===== src/rtl/warp_lsu_pkg.sv =====
// Shared types for the warp load-store unit: data/address widths, scheduler and LSU state encodings.
package warp_lsu_pkg;

  typedef logic [31:0] data_t;

  localparam int unsigned ADDR_W = 8;
  typedef logic [ADDR_W-1:0] data_memory_address_t;

  typedef enum logic [2:0] {
    WARP_IDLE    = 3'd0,
    WARP_FETCH   = 3'd1,
    WARP_DECODE  = 3'd2,
    WARP_REQUEST = 3'd3,
    WARP_WAIT    = 3'd4,
    WARP_EXECUTE = 3'd5,
    WARP_UPDATE  = 3'd6,
    WARP_DONE    = 3'd7
  } warp_state_t;

  typedef enum logic [1:0] {
    LSU_IDLE       = 2'b00,
    LSU_REQUESTING = 2'b01,
    LSU_WAITING    = 2'b10,
    LSU_DONE       = 2'b11
  } lsu_state_t;

  // Base + offset wraps at 32 bits, then keeps only the memory address bits.
  function automatic data_memory_address_t lane_addr(input data_t base, input data_t off);
    data_t sum;
    sum = base + off;
    return sum[ADDR_W-1:0];
  endfunction

endpackage


===== src/rtl/warp_lsu_lane_picker.sv =====
// Combinational lowest-set-bit encoder: returns the index of the lowest active lane and an any flag.
module lsu_lane_picker
  #(parameter int unsigned THREADS = 4,
    parameter int unsigned IDX_W   = 2)
  (
    input  logic [THREADS-1:0] mask,
    output logic [IDX_W-1:0]   idx,
    output logic               any
  );

  always_comb begin
    idx = '0;
    any = 1'b0;
    for (int unsigned i = 0; i < THREADS; i++) begin
      if (mask[i] && !any) begin
        idx = IDX_W'(i);
        any = 1'b1;
      end
    end
  end

endmodule


===== src/rtl/warp_lsu.sv =====
// Warp-wide load-store unit: serialises active lanes' LDR/STR onto one data-memory port.
// Optional build macro LSU_COALESCE_EN merges pending lanes that share an address.
module warp_lsu
  import warp_lsu_pkg::*;
  #(parameter int unsigned THREADS = 4)
  (
    input  logic                           clk,
    input  logic                           reset,
    input  warp_state_t                    warp_state,
    input  logic [THREADS-1:0]             thread_mask,
    input  logic                           decoded_mem_read_enable,
    input  logic                           decoded_mem_write_enable,
    input  data_t [THREADS-1:0]            rs1,
    input  data_t [THREADS-1:0]            rs2,
    input  data_t [THREADS-1:0]            imm,
    output logic                           mem_read_valid,
    output data_memory_address_t           mem_read_address,
    input  logic                           mem_read_ready,
    input  data_t                          mem_read_data,
    output logic                           mem_write_valid,
    output data_memory_address_t           mem_write_address,
    output data_t                          mem_write_data,
    input  logic                           mem_write_ready,
    output lsu_state_t                     lsu_state,
    output data_t [THREADS-1:0]            lsu_out
  );

  localparam int unsigned IDX_W = (THREADS > 1) ? $clog2(THREADS) : 1;

  logic                 read_mode;
  data_memory_address_t addr_q [THREADS];
  data_t                data_q [THREADS];
  logic [THREADS-1:0]   pending;
  logic [THREADS-1:0]   match_q;
  logic [THREADS-1:0]   match_req;
  logic [IDX_W-1:0]     pick_idx;
  logic                 pick_any;
  data_t                wdata_req;

  lsu_lane_picker #(.THREADS(THREADS), .IDX_W(IDX_W)) u_picker (
    .mask (pending),
    .idx  (pick_idx),
    .any  (pick_any)
  );

  // Lanes retired by the transaction being issued; registered so WAITING clears exactly these.
  always_comb begin
    match_req = '0;
    wdata_req = data_q[pick_idx];
`ifdef LSU_COALESCE_EN
    for (int unsigned i = 0; i < THREADS; i++) begin
      if (pending[i] && (addr_q[i] == addr_q[pick_idx])) begin
        match_req[i] = 1'b1;
        wdata_req    = data_q[i];
      end
    end
`else
    match_req[pick_idx] = 1'b1;
`endif
  end

  always_ff @(posedge clk) begin
    if (reset) begin
      lsu_state         <= LSU_IDLE;
      read_mode         <= 1'b0;
      pending           <= '0;
      match_q           <= '0;
      mem_read_valid    <= 1'b0;
      mem_read_address  <= '0;
      mem_write_valid   <= 1'b0;
      mem_write_address <= '0;
      mem_write_data    <= '0;
      lsu_out           <= '0;
      for (int unsigned i = 0; i < THREADS; i++) begin
        addr_q[i] <= '0;
        data_q[i] <= '0;
      end
    end else begin
      case (lsu_state)
        LSU_IDLE: begin
          if (warp_state == WARP_REQUEST &&
              (decoded_mem_read_enable || decoded_mem_write_enable)) begin
            read_mode <= decoded_mem_read_enable;
            pending   <= thread_mask;
            for (int unsigned i = 0; i < THREADS; i++) begin
              addr_q[i] <= lane_addr(rs1[i], imm[i]);
              data_q[i] <= rs2[i];
            end
            lsu_state <= (thread_mask == '0) ? LSU_DONE : LSU_REQUESTING;
          end
        end
        LSU_REQUESTING: begin
          if (!pick_any) begin
            lsu_state <= LSU_DONE;
          end else begin
            match_q <= match_req;
            if (read_mode) begin
              mem_read_valid   <= 1'b1;
              mem_read_address <= addr_q[pick_idx];
            end else begin
              mem_write_valid   <= 1'b1;
              mem_write_address <= addr_q[pick_idx];
              mem_write_data    <= wdata_req;
            end
            lsu_state <= LSU_WAITING;
          end
        end
        LSU_WAITING: begin
          if (read_mode ? mem_read_ready : mem_write_ready) begin
            mem_read_valid  <= 1'b0;
            mem_write_valid <= 1'b0;
            if (read_mode) begin
              for (int unsigned i = 0; i < THREADS; i++) begin
                if (match_q[i]) lsu_out[i] <= mem_read_data;
              end
            end
            pending   <= pending & ~match_q;
            lsu_state <= ((pending & ~match_q) != '0) ? LSU_REQUESTING : LSU_DONE;
          end
        end
        LSU_DONE: begin
          if (warp_state == WARP_UPDATE) lsu_state <= LSU_IDLE;
        end
        default: lsu_state <= LSU_IDLE;
      endcase
    end
  end

endmodule

===== config.mk =====
export PLATFORM = sky130hd
export DESIGN_NAME = warp_lsu
export DESIGN_NICKNAME = d
export VERILOG_FILES = /design/src/rtl/warp_lsu_pkg.sv /design/src/rtl/warp_lsu_lane_picker.sv /design/src/rtl/warp_lsu.sv
export SDC_FILE = /design/constraint.sdc
export NUM_CORES = 1
export LEC_CHECK = 0
export ABC_AREA = 0
export CAP_MARGIN = 40
export CELL_PAD_IN_SITES_DETAIL_PLACEMENT = 1
export CELL_PAD_IN_SITES_GLOBAL_PLACEMENT = 1
export CORE_AREA = 4 4 237 239
export DETAILED_ROUTE_END_ITERATION = 16
export DIE_AREA = 0 0 241 243
export PLACE_DENSITY_LB_ADDON = 0.1
export SLEW_MARGIN = 30
export SYNTH_ARGS = -nofsm -noshare
export SYNTH_HDL_FRONTEND = slang
export SYNTH_SLANG_ARGS = --single-unit
export TNS_END_PERCENT = 20

===== constraint.sdc =====
create_clock -name clk -period 9.5 [get_ports clk]
set_input_delay 0.95 -clock clk [delete_from_list [all_inputs] [get_ports clk]]
set_output_delay 0.95 -clock clk [all_outputs]
set_load 0.02 [all_outputs]

Word-level counts from Yosys, hierarchy flattened
Memories as Yosys holds them, arrays and structs flattened. A register that Yosys moved wholly into a read port is not among the register bits.
Cells that the tools add are included.
Widths: inputs -> output; s select.
{"block": "totals", "ff_bits": 157, "ram_bits": 160, "inputBits": 429, "output_inout_bits": 180, "elab_cells": 109, "mem_count": 2}
{"block": "op_classes", "addsub": 4, "order_cmp": 2, "eq_ne": 11, "muxes": 41, "bitwise": 11, "reduce_logical": 26}
{"memory": "data_q", "depth": 4, "width": 32, "read_ports": 1, "rd_ports_with_merged_regs": 1, "write_ports": 4, "line": "warp_lsu.sv:32", "source": "data_t data_q [THREADS];"}
{"memory": "addr_q", "depth": 4, "width": 8, "read_ports": 1, "rd_ports_with_merged_regs": 0, "write_ports": 4, "line": "warp_lsu.sv:31", "source": "data_memory_address_t addr_q [THREADS];"}
{"operator": "$mux 32", "n": 4}
{"operator": "$add 8x8->8", "n": 4}
{"operator": "$mux 8", "n": 4}
{"operator": "$reduce_and 4->1", "n": 6}
{"operator": "$mux 1", "n": 19}
{"operator": "$mux 2", "n": 7}
{"operator": "$ne 2x2->1 const B", "n": 6}
{"operator": "$reduce_and 3->1", "n": 4}
{"operator": "$mux 4", "n": 2}
{"operator": "$or 1x1->1", "n": 8}
{"operator": "$pmux 2 s4", "n": 1}
{"operator": "$pmux 4 s2", "n": 1}
{"operator": "$logic_and 1x1->1", "n": 5}
{"operator": "$and 4x4->4", "n": 1}
{"operator": "$eq 2x2->1 const B", "n": 2}
{"operator": "$logic_not 4->1", "n": 1}
{"operator": "$not 4->4", "n": 1}
{"operator": "$pmux 1 s2", "n": 2}
{"operator": "$reduce_and 2->1", "n": 2}
{"operator": "$reduce_bool 2->1", "n": 2}
{"operator": "$reduce_bool 4->1", "n": 1}
{"operator": "$eq 3x2->1 const B", "n": 1}
{"operator": "$eq 3x3->1 const B", "n": 1}
{"operator": "$logic_not 1->1", "n": 3}
{"operator": "7 further kinds", "n": 7}

Longest topological paths before layout
Gate-level depths: netlist of the first run.
{"block": "logic_depth", "word_depth": 14, "mapped_depth": 9, "depth_no_buf": 8}

Modules after synthesis
Synthesis of the first run repeated with hierarchy kept, for this count alone.
{"block": "unflattened", "hier_cells": 1392, "hier_area_um2": 14582.7}
{"module": "warp_lsu", "n_inst": 1, "cells_per_inst": 1385, "area_per_inst_um2": 14547.7}
{"module": "lsu_lane_picker", "n_inst": 1, "cells_per_inst": 7, "area_per_inst_um2": 35.0}

Worst setup path after synthesis of the first run
OpenSTA, ideal clock, no wires.
{"block": "synth_timing", "path_type": "input to register", "from": "input port warp_state[2]", "to": "memory addr_q[0][0] (netlist bit), enable pin", "setup_time_ns": 0.512, "t_arrival_ns": 4.700, "required_ns": 8.988, "setup_slack_ns": 4.288, "path_stages": 5, "path_buffers": 0, "cell_sequence": "inv_1 o2111ai_1 nor3_1 nor2_1 inv_1"}
{"element": "start: declaration", "line": "warp_lsu.sv:9", "source": "input warp_state_t warp_state,"}
{"element": "end: declaration", "line": "warp_lsu.sv:31"}

==> reports/qor.txt, run 1 <==
CP Launch Type -> input pin
Reg2reg start -> lsu_state[1]
Yosys warnings -> 0
Most frequent cells in the layout -> clkdlybuf4s50_1 (415), nand2_1 (302), dfxtp_1 (189), edfxtp_1 (160), a21oi_1 (150)
RSZ-0062 raised after global routing -> no
Die X-Extent -> 241 um
WS Path Type -> input pin to flop
PostCTS Resize Cnt -> 0
Req. time, crit path -> 9680 ps
Hold WC Path Type -> flop to flop
Critical Path Source -> decoded_mem_read_enable
CTS tree -> built
H-Tree Depth -> 2
Vias/cell -> 4.67
Least-Margin Pin Slew -> 772 ps
Vias in the first global route -> 12.0k
Largest cells by area after synthesis -> edfxtp_1 (33%), dfxtp_1 (26%), nand2_1 (7.9%)
Final Max Tran Viols -> 0
Fraction of registers with async set/reset -> 0
Mapped Cells -> 1,394
Slowest stage cell, crit path -> buf_4
# setup viols final -> 0
Initial antenna violation count -> 23
Critical path peak fanout -> 53
Mapped Area -> 14,400 um^2
Buffers added on ports -> 416
Number of remaining DRC errors -> 0
Leak pwr -> 7.21 nW
Most common cell after layout, fill and taps aside -> clkdlybuf4s50_1
Share of layout cells above drive strength 1 -> 0.0613
Die Area -> 58,600 um^2
EDFF count, synth -> 160
Clk buf depth -> 3
Die H -> 243 um
Area growth syn-to-layout -> 44.5%
Max VDD drop -> 0.000100 V
Placed cell areas -> 19,300 um^2
Status -> finished, final reports clean
Crit path largest cell delay -> 660 ps
Final WL -> 52.3 mm
Count of final hold-check violations -> 0
Max-Cap Viols -> 0
Final period util -> 0.365
Via count -> 11.7k
# hold bufs at CTS -> 0
Setup bufs post-CTS -> 0
Core ar. -> 53,800 um^2
Crit path arrival time -> 3650 ps
Standard-cell rows -> 85
Placed Cells -> 2,430
Nets -> 2,240
TritonRoute pass-1 iters -> 7
Num CTS Buffers -> 43
Grt ovf -> 0
Worst clock skew -> 16.0 ps
Pwr dens -> 178 nW/um^2
IO Pins -> 609
Netlist cell types -> 49
Peak Freq -> 0.288 GHz
Clk pin slew, worst setup/hold paths -> 60 ps
Worst slew margin -> 0.485
#FFs+latches synth -> 349
Layout Cells excl Fill -> 2,512
CP endpoint kind -> flop
Syn nets -> 1,855
Wire per inst -> 20.8 um
Synth Flop Type -> dfxtp_1
Final setup TNS -> 0 ps
Root Buffer -> clkbuf_16
Worst-Skew Late Latency -> 550 ps
Initial Utilization -> 0.268
Detailed router's first-iteration violation count -> 618
Global-route usage over all layers -> 0.173
Final Cell Area -> 20,800 um^2
Post-synth top area share -> 0.333
Gpl congestion -> 0.763
Hold_sp -> lsu_out[55]
Syn Area/Cell -> 10.3 um^2
CTS Sinks -> 349
Sequential cell area fraction in the yosys report -> 0.596
First-pass GRT wire length -> 77.3 mm
Dominant cell type by area after synthesis -> edfxtp_1
Post-layout min period -> 3470 ps
Antenna Nets Post-Route -> 0
Critical-path cell list -> clkdlybuf4s50_1 -> o2111ai_1 -> nor3_1 -> nor2_1 -> inv_6 -> buf_4
Largest net degree at the start of global routing -> 89
DP HPWL -> 37.1 mm
## kinds of logic (layout without fill, tap and decap cells)
family,after synthesis,after routing,share of synthesized area
buffers and inverters,119,537,0.0389
and+or+nand+nor,591,591,0.191
other,0,4,0
DFF,349,349,0.596
AOI/OAI and AO/OA,279,279,0.130
xor gates and xnor gates,20,20,0.0122
muxes,4,4,0.00278
adders and majority gates,32,32,0.0299
## Yosys cell counts (all sizes together), types with 8 or more instances
library cell and count:
a211oi 19, a21oi 150, a221oi 9, a222oi 33
a311oi 33, and2 136, buf 53, clkbuf 47
dfxtp 189, edfxtp 160, ha 28, inv 19
nand2 302, nand3 8, nor2 88, nor2b 21
nor3 15, xnor2 13
## layer usage
metal | GRT usage | up-vias | wire length, um
li1 | - | 5656 | -
met1 | 0.235 | 5583 | 23800
met2 | 0.258 | 340 | 22300
met3 | 0.0672 | 104 | 4790
met4 | 0.0432 | 42 | 1060
met5 | 0 | - | 291
## path summary, 6_finish.rpt
kind / endpoint / slack [ps] / depth (start not counted)
setup / recovery: data_q[0][31] / 6030 / 6
hold / removal: lsu_out[55] / 450 / 2
setup reg to reg: data_q[0][31] / 6730 / 4
hold reg to reg: lsu_out[55] / 450 / 2
## cell type report
type                    instances  area (um^2)
clock buffers                  62         1320
clock inverters                16          234
well taps                     696          871
repair buffers                440         4450
fillers                      5951        33000
inverters                      19         76.3
flip-flops and latches        349         8590
multi-input cells             926         5290
diodes                          4         10.0
## power breakdown
group	total [W]	leakage, nW	switching, W	internal [W]
combinational	0.000311	3.25	0.000152	0.000158
sequential	0.00164	3.19	0.0000196	0.00162
clock	0.00177	0.768	0.000642	0.00113
total	0.00372	7.21	0.000814	0.00290
## critical path: cells and delay by family
| family | cells | cell delay [ps] |
|---|---|---|
| AO/OA/AOI/OAI | 1 | 270 |
| buffers and inverters | 3 | 1570 |
| AND/OR/NAND/NOR | 2 | 780 |
## per-stage QoR
stage / hold WS [ps] / power (W) / util / setup WS (ps)
2_1_floorplan: 518 / 0.00181 / - / 4290
3_3_place_gp: 442 / 0.00198 / 0.355 / 4940
3_5_place_dp: 448 / 0.00199 / 0.358 / 5360
4_1_cts: 456 / 0.00378 / 0.387 / 5960
5_1_grt: 473 / 0.00388 / 0.387 / 5810
6_report: 452 / 0.00372 / 0.387 / 6030
## sequential cells by signal, indices dropped and copies added, names as in the netlist, 2 cells and up
signal             cells
pending                4
mem_write_address      8
match_q                4
lsu_state              2
mem_write_data        32
lsu_out              128
addr_q                32
mem_read_address       8
data_q               128
Note: power is estimated with default switching activity, not from simulation.
==> run 2: changes to the inputs <==
- CORE_AREA: 4 4 237 239 -> 4 4 235 237
- DIE_AREA: 0 0 241 243 -> 0 0 239 241
- clock period: 9.5 -> 3.11 ns (I/O delays scaled with it)
==> run 2 against run 1 <==
Wire length fell by 0.36%. Sequential cell count unchanged. Global-route usage up 0.17 points. Sequential share of layout area is 0.32 points higher. Final cell count barely moved. Clock skew is 0.74 ps lower. Combinational power grew to 3.1 times the previous value. Power rose to 2.9 times the previous value. Die area is 1.6% lower. Via count rose by 0.55%. Clock power grew to 2.7 times the previous value. Clock-buffer cell count shrank 2. Highest routed layer unchanged.
==> reports/qor.txt, run 2 (synthesis results as in run 1) <==
Most common cell after layout, fill and taps aside -> clkdlybuf4s50_1
Initial antenna violation count -> 24
Crit path largest cell delay -> 690 ps
# setup viols final -> 0
Buffers added on ports -> 416
Critical path peak fanout -> 15
Standard-cell rows -> 85
TritonRoute pass-1 iters -> 5
# hold bufs at CTS -> 0
Final WL -> 52.1 mm
RSZ-0062 raised after global routing -> no
Final Max Tran Viols -> 0
Gpl congestion -> 0.749
Switch share -> 0.232
Clk buf depth -> 3
CTS tree -> built
Biggest regs -> data_q: 128 flops, lsu_out: 128 flops
Req. time, crit path -> 3570 ps
Nets -> 2,239
Least-Margin Pin Slew -> 736 ps
Final worst slack -> 861 ps
CTS Sinks -> 349
Count of final hold-check violations -> 0
Die X-Extent -> 239 um
Most frequent cells in the layout -> clkdlybuf4s50_1 (415), nand2_1 (302), dfxtp_1 (187), edfxtp_1 (160), a21oi_1 (150)
Pwr dens -> 521 nW/um^2
Placed Cells -> 2,430
Fillers -> 5,869
Peak Freq -> 0.445 GHz
Via count -> 11.8k
Setup bufs post-CTS -> 0
Max VDD drop -> 0.000317 V
WS Path Type -> flop to flop
Clock Power Share -> 0.446
Largest net degree at the start of global routing -> 123
Layout Cells excl Fill -> 2,514
Worst clock skew -> 15.3 ps
Comb pwr share -> 0.089
Die Area -> 57,600 um^2
Initial Utilization -> 0.271
Core ar. -> 53,300 um^2
NetSw -> 0.00250 W
Status -> finished, final reports clean
Share of layout cells above drive strength 1 -> 0.0607
Root Buffer -> clkbuf_16
First-pass GRT wire length -> 76.8 mm
Final setup TNS -> 0 ps
Dpl ws -> 538 ps
Crit path arrival time -> 2710 ps
Util after Layout -> 0.388
Hold WC Path Type -> input pin to flop
Worst slew margin -> 0.508
Critical path buffer and inverter count -> 0
H-Tree Depth -> 2
Die H -> 241 um
Vias in the first global route -> 12.1k
Number of remaining DRC errors -> 0
CP Launch Type -> flop
Antenna Nets Post-Route -> 0
DP HPWL -> 36.9 mm
Max-Cap Viols -> 0
PostCTS Resize Cnt -> 0
Detailed router's first-iteration violation count -> 557
Pint -> 0.00827 W
Num CTS Buffers -> 42
Final period util -> 0.723
Clk pin slew, worst setup/hold paths -> 60 ps
Wire per inst -> 20.7 um
IO Pins -> 609
Worst-Skew Late Latency -> 560 ps
Global-route usage over all layers -> 0.174
Post-layout min period -> 2250 ps
Reg power frac -> 0.465
Slowest stage cell, crit path -> nor2b_1
Grt ovf -> 0
Hold Slack -> 203 ps
Leak pwr -> 7.11 nW
Top delay family on crit path -> simple AND/OR/NAND/NOR gates
Vias/cell -> 4.69
Area growth syn-to-layout -> 43.4%
CP endpoint kind -> flop
Critical-path cell list -> nor2b_1 -> a221oi_1 -> nor3_1 -> a21oi_1 -> a211oi_1
run 2: per-layer routing:
layer | vias up | GRT usage | part of all wire
met5 | - | 0 | 0.0051
met4 | 40 | 0.0385 | 0.018
met3 | 98 | 0.0721 | 0.096
met2 | 369 | 0.260 | 0.43
met1 | 5629 | 0.238 | 0.46
li1 | 5653 | - | -
run 2: per-stage QoR:
step / total power (W) / cell area (um^2)
5_1_grt: 0.0113 / 20700
3_3_place_gp: 0.00607 / 19300
6_report: 0.0108 / 20700
2_1_floorplan: 0.00553 / 14500
3_5_place_dp: 0.00608 / 19300
4_1_cts: 0.0110 / 20700
run 2: worst register-to-register path, stage by stage (launching register included):
cell,delay [ps]
dfxtp_1,530
nor2b_1,690
a221oi_1,180
nor3_1,390
a21oi_1,120
a211oi_1,250
run 2: path summary, 6_finish.rpt:
path | startpoint | to | slack (ps) | cells past startpoint
min | reset | match_q[1] | 200 | 2
max | pending[2] | mem_write_address[4] | 860 | 5
min reg2reg | lsu_out[44] | lsu_out[44] | 450 | 2
max reg2reg | pending[2] | mem_write_address[4] | 860 | 5
run 2: layout make-up:
cell class / count / area [um^2] / share of cell area
Tap cell: 696 / 871 / 0.0421
Timing Repair Buffer: 440 / 4450 / 0.215
Multi-Input combinational cell: 926 / 5330 / 0.258
Sequential cell: 349 / 8590 / 0.415
Clock inverter: 18 / 166 / 0.00805
Inverter: 19 / 75.1 / 0.00363
Clock buffer: 60 / 1190 / 0.0575
Antenna cell: 6 / 15.0 / 0.000726
run 2: power groups by stage:
| stage | Sequential, W | Clock (W) | Combinational [W] |
|---|---|---|---|
| 2_1_floorplan | 0.00511 | 0 | 0.000417 |
| 3_3_place_gp | 0.00510 | 0 | 0.000974 |
| 3_5_place_dp | 0.00510 | 0 | 0.000979 |
| 4_1_cts | 0.00501 | 0.00499 | 0.000984 |
| 5_1_grt | 0.00502 | 0.00519 | 0.00106 |
| 6_report | 0.00501 | 0.00481 | 0.000961 |
